===== src/rtl/key_debouncer_pkg.sv =====
// key_debouncer_pkg: shared state encoding, counter width and default timing for the key debouncer.
// Contents:
//   CNT_W             - width of the prescaler and settle counter
//   DEF_DIV           - default clock cycles per settle tick
//   DEF_SETTLE_TICKS  - default settle ticks a new level must hold
//   state_t           - 2-bit debouncer FSM state
package key_debouncer_pkg;

    localparam int CNT_W            = 16;
    localparam int DEF_DIV          = 50000;
    localparam int DEF_SETTLE_TICKS = 10;

    typedef enum logic [1:0] {
        S_LOW        = 2'd0,
        S_CHECK_HIGH = 2'd1,
        S_HIGH       = 2'd2,
        S_CHECK_LOW  = 2'd3
    } state_t;

endpackage


===== src/rtl/settle_timer.sv =====
// settle_timer: prescaler plus settle down-counter that measures how long a new key level has held.
// Ports:
//   clk  - system clock, rising edge
//   rst  - synchronous active-high reset
//   load - restart a qualification window (counter to SETTLE_TICKS, prescaler to 0)
//   done - high while the settle counter is zero
module settle_timer
    import key_debouncer_pkg::*;
#(
    parameter int DIV          = DEF_DIV,
    parameter int SETTLE_TICKS = DEF_SETTLE_TICKS
) (
    input  logic clk,
    input  logic rst,
    input  logic load,
    output logic done
);

    localparam logic [CNT_W-1:0] PRE_MAX  = CNT_W'(DIV - 1);
    localparam logic [CNT_W-1:0] LOAD_VAL = CNT_W'(SETTLE_TICKS);

    logic [CNT_W-1:0] pre_q, pre_d;
    logic [CNT_W-1:0] cnt_q, cnt_d;
    logic             tick;

    // Clearing the prescaler on load makes every window exactly SETTLE_TICKS*DIV cycles;
    // the counter parks at zero instead of wrapping.
    always_comb begin
        tick  = pre_q == PRE_MAX;
        pre_d = (load || tick) ? '0 : pre_q + 1'b1;
        cnt_d = load ? LOAD_VAL : (tick && cnt_q != '0) ? cnt_q - 1'b1 : cnt_q;
        done  = cnt_q == '0;
    end

    always_ff @(posedge clk) begin
        if (rst) begin
            pre_q <= '0;
            cnt_q <= LOAD_VAL;
        end else begin
            pre_q <= pre_d;
            cnt_q <= cnt_d;
        end
    end

endmodule


===== src/rtl/key_debouncer.sv =====
// key_debouncer: synchronizes a raw key and accepts a level change only after it holds for the settle time.
// Ports:
//   clk         - system clock, rising edge
//   rst         - synchronous active-high reset
//   key_in      - raw asynchronous key level
//   key_level   - debounced key level
//   key_press   - one-cycle pulse on an accepted 0->1
//   key_release - one-cycle pulse on an accepted 1->0
//   busy        - high while a level change is being qualified
module key_debouncer
    import key_debouncer_pkg::*;
#(
    parameter int DIV          = DEF_DIV,
    parameter int SETTLE_TICKS = DEF_SETTLE_TICKS
) (
    input  logic clk,
    input  logic rst,
    input  logic key_in,
    output logic key_level,
    output logic key_press,
    output logic key_release,
    output logic busy
);

    state_t state_q, state_d;
    logic   sync1_q, sync1_d;
    logic   key_s_q, key_s_d;
    logic   press_q, press_d;
    logic   release_q, release_d;
    logic   load;
    logic   done;

    settle_timer #(
        .DIV          (DIV),
        .SETTLE_TICKS (SETTLE_TICKS)
    ) u_timer (
        .clk  (clk),
        .rst  (rst),
        .load (load),
        .done (done)
    );

    // A bounce back to the old level is tested before done, so it wins when both coincide.
    always_comb begin
        sync1_d   = key_in;
        key_s_d   = sync1_q;
        state_d   = state_q;
        load      = 1'b0;
        press_d   = 1'b0;
        release_d = 1'b0;
        case (state_q)
            S_LOW: begin
                if (key_s_q) begin
                    state_d = S_CHECK_HIGH;
                    load    = 1'b1;
                end
            end
            S_CHECK_HIGH: begin
                if (!key_s_q) begin
                    state_d = S_LOW;
                end else if (done) begin
                    state_d = S_HIGH;
                    press_d = 1'b1;
                end
            end
            S_HIGH: begin
                if (!key_s_q) begin
                    state_d = S_CHECK_LOW;
                    load    = 1'b1;
                end
            end
            default: begin
                if (key_s_q) begin
                    state_d = S_HIGH;
                end else if (done) begin
                    state_d   = S_LOW;
                    release_d = 1'b1;
                end
            end
        endcase
    end

    always_ff @(posedge clk) begin
        if (rst) begin
            state_q   <= S_LOW;
            sync1_q   <= 1'b0;
            key_s_q   <= 1'b0;
            press_q   <= 1'b0;
            release_q <= 1'b0;
        end else begin
            state_q   <= state_d;
            sync1_q   <= sync1_d;
            key_s_q   <= key_s_d;
            press_q   <= press_d;
            release_q <= release_d;
        end
    end

    assign key_level   = state_q == S_HIGH || state_q == S_CHECK_LOW;
    assign busy        = state_q == S_CHECK_HIGH || state_q == S_CHECK_LOW;
    assign key_press   = press_q;
    assign key_release = release_q;

endmodule

===== config.mk =====
export PLATFORM = sky130hd
export DESIGN_NAME = key_debouncer
export DESIGN_NICKNAME = d
export VERILOG_FILES = /design/src/rtl/key_debouncer_pkg.sv /design/src/rtl/settle_timer.sv /design/src/rtl/key_debouncer.sv
export SDC_FILE = /design/constraint.sdc
export NUM_CORES = 1
export LEC_CHECK = 0
export CAP_MARGIN = 25
export CORE_UTILIZATION = 40
export CTS_BUF_LIST = sky130_fd_sc_hd__clkbuf_16
export DETAILED_ROUTE_END_ITERATION = 7
export MAX_ROUTING_LAYER = met4
export PLACE_DENSITY = 0.64
export SETUP_SLACK_MARGIN = 0.02
export SYNTH_ARGS = -nofsm -noshare
export SYNTH_HDL_FRONTEND = slang
export SYNTH_SLANG_ARGS = --single-unit

===== constraint.sdc =====
create_clock -name clk -period 5 [get_ports clk]
set_clock_uncertainty 0.1 [all_clocks]
set_input_delay 1.25 -clock clk [delete_from_list [all_inputs] [get_ports clk]]
set_output_delay 1.25 -clock clk [all_outputs]
set_load 0.02 [all_outputs]

Word-level counts from Yosys, hierarchy flattened
Cells that the tools add are included.
{ "word_totals": {"register_bits": 38, "in_bits": 3, "output_inout_bits": 4, "elab_cells": 42} }
{ "op_classes": {"addsub": 2, "eq_ne": 7, "n_mux": 11, "n_bitwise": 2, "n_reduce_logical": 13} }
{ "ops": {"columns": ["operator", "count"], "rows": [
  ["adder 16 x 1 -> 16 bit (second input constant)", 1],
  ["== test 16 bit (second input constant)", 1],
  ["zero test 16 bit", 1],
  ["nonzero test 16 bit", 1],
  ["subtractor 16 x 1 -> 16 bit (second input constant)", 1],
  ["two-way mux 2 bit", 6],
  ["case mux 2 bit (3 select lines)", 1],
  ["OR reduction 5 bit", 1],
  ["== test 2 bit (second input constant)", 2],
  ["inequality test 2 bit (second input constant)", 2],
  ["AND reduction 4 bit", 1],
  ["nonzero test 4 bit", 1],
  ["OR reduction 2 bit", 2],
  ["logical OR 1 bit", 3],
  ["two-way mux 1 bit", 3],
  ["inequality test 3 bit (second input constant)", 1],
  ["OR reduction 3 bit", 1],
  ["== test 2 x 1 -> 1 bit (second input constant)", 1],
  ["zero test 2 bit", 1],
  ["NOT 1 bit", 2],
  ["case mux 1 bit (2 select lines)", 1],
  ["logical AND 1 bit", 1]
]} }

Longest topological paths before layout
{ "logic_depth": {"depth_word": 4, "mapped_depth": 8, "mapped_depth_nobuf": 7} }

Hierarchy
A second synthesis with hierarchy kept.
{ "hier_totals": {"hier_cells": 218, "hier_area_um2": 1889.3} }
{ "modules_own_cells": {"columns": ["mod", "instances", "cells_each", "area_each_um2", "seq_area_each_um2"], "rows": [
  ["settle_timer", 1, 186, 1576.5, 640.6],
  ["key_debouncer", 1, 32, 312.8, 120.1]
]} }

Least setup slack after synthesis
No wires, ideal clock.
{ "synth_path": {"path_type": "input to register", "from": "in rst", "to": "reg u_timer.pre_q[14]", "arrival_time_ns": 2.355, "path_slack_ns": 2.481, "stages": 6, "path_cell_list": "clkbuf_1 a211oi_1 nand2b_1 clkbuf_1 buf_2 nor2_1"} }
{ "synth_via": {"elab_chain_len": 1} }
{ "synth_lines": {"columns": ["item", "line", "source"], "rows": [
  ["start, declared", "key_debouncer.sv:17", "input logic rst,"],
  ["OR reduction 2 bit (no line)", null, null],
  ["end signal, assigned", "settle_timer.sv:40", "pre_q <= pre_d;"],
  ["end, declared", "settle_timer.sv:22", "logic [CNT_W-1:0] pre_q, pre_d;"]
]} }
Every way passes these cells.
A chain may end at the register's enable or synchronous reset.

Worst setup path after layout
{ "layout_path": {"from": "reg state_q[0]", "to": "out key_level"} }
{ "layout_via": {"elab_chain_len": 2, "elab_cells_between_ends": 3} }
{ "layout_lines": {"columns": ["item", "line", "source"], "rows": [
  ["start, declared", "key_debouncer.sv:25", "state_t state_q, state_d;"],
  ["start signal, assigned", "key_debouncer.sv:91", "state_q <= state_d;"],
  ["== test 2 bit", "key_debouncer.sv:99", "assign key_level = state_q == S_HIGH || state_q == S_CHECK_LOW;"],
  ["logical OR 1 bit *", "key_debouncer.sv:99", null],
  ["end, declared", "key_debouncer.sv:19", "output logic key_level,"]
]} }
Every way passes the cells marked *; elsewhere a longest branch is shown, timed or not.

==> flow_summary.yaml <==
status:
  outcome: "completed"
layout:
  final_util: 0.501
  final_area_sq_um: 2070
  final_layout_size_suffix_gt1_frac: 0.0670
  final_cell_count_no_fill: 259
  multi_input_area_sq_um: 975
  n_antenna_cell: 0
  fillers: 414
  seqCellArea_sq_um: 761
  final_nets: 217
  syn_to_final_growth_pct: 16.4
sta:
  fin_crit_ns: 3.21
  max_slew_margin: 0.461
  fin_ws_ns: 1.79
  final-setup-viol-count: 0
  final_max_slew_viol_count: 0
  fmax_mhz: 312
  min_period_over_period: 0.642
  fin_tns_setup_ns: 0
  rsz0062_at_grt: "no"
  tightestPinTransition_ns: 0.803
  finalHoldViolations: 0
worst_setup_path:
  crit_type: "flop to output pin"
  reg2reg_to: "u_timer.cnt_q[7]$_SDFFE_PP0P_"
  crit_fanout: 6
  reg2reg_setup_slack_ns: 2.37
  worst_ep_arrival_time_ns: 1.86
  crit_path_end_kind: "output pin"
  start_kind: "flop"
  reg2reg_depth: 6
  startpoint: "state_q[0]$_SDFFE_PP0P_"
  regToRegStartpoint: "u_timer.pre_q[0]$_SDFF_PP0_"
  required_ns: 3.65
synth:
  async_flop_share: 0
  synth_ff_type: "dfxtp_1"
  yosysUniqueCellTypes: 38
  avgSynthCellArea_sq_um: 8.87
  ys_warn_count: 0
  synth_seq_cells: 38
  syn_inst: 201
  synth_fp_nets: 210
  synth_edf_count: 0
  yosysSeqAreaShare: 0.427
  syn-cell-area_sq_um: 1780
cts:
  cts_resized: 0
  clock_path_buffers: 2
  clk_pin_slew_ns: 0.06
  post-cts-setup-buffers: 0
  cts.sinks: 38
  cts_hold_buf: 0
  cts_buffers: 5
  cts_tree: "done"
  h-tree-depth: 2
  cts-root-buf: "clkbuf_16"
  clk_latency_ns: 0.28
floorplanning:
  io_pins: 7
  initial_core_util: 0.430
  die-area_sq_um: 4730
  num_rows: 23
  die_x_um: 68.8
  core_area_sq_um: 4140
  fp.dieH_um: 68.8
drt:
  antenna_left: 0
  drc: 0
  drt-total-wl_um: 3110
  avgRoutedWirePerCell_um: 12.0
  vias_per_cell: 5.25
  drt_first_iter_violations: 92
  first_pass_iters: 4
  vias: 1359
placement:
  dp_slack_ns: 1.65
  place_hpwl_um: 2120
  gp_congestion: 0.756
  portBuffers: 6
  place_area_sq_um: 1880
  dp_cells: 251
min_path:
  holdCritPathClass: "flop to flop"
  min_to: "key_s_q$_SDFF_PP0_"
  min-delay-start: "key_s_d$_SDFF_PP0_"
  holdPathStages: 1
job:
  max_cap_violations: 0
grt:
  grt-ovfl-total: 0
  grt_pass1_wl_um: 5200
  grt_max_degree: 19
  grt_pass1_vias: 1189
  antenna_found_initial: 0
  grt.total_usage: 0.155
power_and_ir_drop:
  p_leak_nw: 0.755
  ir_worst_vdd_mv: 0.238
  powerDensity_nw_per_um2: 356
stage by stage:
step	power [mW]	hold slack [ns]
2_1_floorplan	0.335	0.314
3_5_place_dp	0.342	0.339
5_1_grt	0.765	0.381
4_1_cts	0.751	0.352
6_report	0.739	0.352
3_3_place_gp	0.342	0.342
worst max-delay path by stage:
stage	end	slack, ns
after floorplan	u_timer.pre_q[14]$_SDFF_PP0_	2.48
after global placement	u_timer.pre_q[15]$_SDFF_PP0_	1.70
after detailed placement	u_timer.pre_q[13]$_SDFF_PP0_	1.65
after CTS	key_level	1.78
after global routing	key_level	1.67
final	key_level	1.79
Yosys cell counts, types with 3 or more instances:
| library cell | number | share of area |
|---|---|---|
| dfxtp_1 | 38 | 0.43 |
| nor2_1 | 29 | 0.061 |
| xor2_1 | 20 | 0.098 |
| nand4_1 | 11 | 0.039 |
| nand2_1 | 10 | 0.021 |
| nand3_1 | 10 | 0.028 |
| a21oi_1 | 7 | 0.020 |
| nor3_1 | 7 | 0.020 |
| ha_1 | 6 | 0.042 |
| inv_1 | 6 | 0.013 |
| o21ai_0 | 5 | 0.014 |
| or3_1 | 5 | 0.018 |
| clkbuf_1 | 4 | 0.0084 |
| nor2b_1 | 4 | 0.014 |
| and3_1 | 3 | 0.011 |
| nand2b_1 | 3 | 0.011 |
| or2_2 | 3 | 0.011 |
layout make-up:
type                            instances  area share
Timing Repair Buffer                    6      0.0290
Multi-Input combinational cell        151       0.470
Clock inverter                          3      0.0332
Sequential cell                        38       0.367
Clock buffer                            5      0.0603
Tap cell                               50      0.0302
Inverter                                6      0.0109
critical path, cell delays in order (launching register included):
cell	delay [ns]
dfxtp_1	0.43
inv_1	0.09
ha_1	0.24
or2_2	0.29
clkdlybuf4s50_1	0.54
logic make-up (layout without fill, tap and decap cells):
logic type | Yosys count | after routing | synth area share
flip-flops | 38 | 38 | 0.427
buffers and inverters | 12 | 20 | 0.0267
adder cells (fa/ha/maj) | 6 | 6 | 0.0421
AO/OA/AOI/OAI | 21 | 21 | 0.0737
XOR/XNOR | 22 | 22 | 0.108
AND/OR/NAND/NOR | 102 | 102 | 0.323
where the power goes:
part | internal [mW] | leakage [nW] | switching [mW]
Combinational | 0.00961 | 0.354 | 0.0143
Sequential | 0.307 | 0.307 | 0.00490
Clock | 0.286 | 0.0940 | 0.117
layout by cell type, fill, tap and decap left out, drive strengths merged, types with 3 or more instances in the layout:
cell type and n:
a21oi 7, and3 3, clkbuf 5, clkdlybuf4s50 6
dfxtp 38, ha 6, inv 6, nand2 10
nand2b 3, nand3 11, nand4 11, nor2 29
nor2b 4, nor3 7, nor4 3, o21ai 5
or2 3, or3 5, xor2 20
registers in the layout, indices dropped and copies added (netlist names), named ones only:
signal	cells
key_s_d	1
key_release	1
u_timer.cnt_q	16
key_press	1
key_s_q	1
state_q	1
u_timer.pre_q	16
routing by layer:
layer	part of all wire	global-route usage
met1	0.52	0.188
met2	0.43	0.241
met3	0.032	0.0395
met4	0.015	0.0689
met5	0	-
Note: power is estimated with default switching activity, not from simulation.
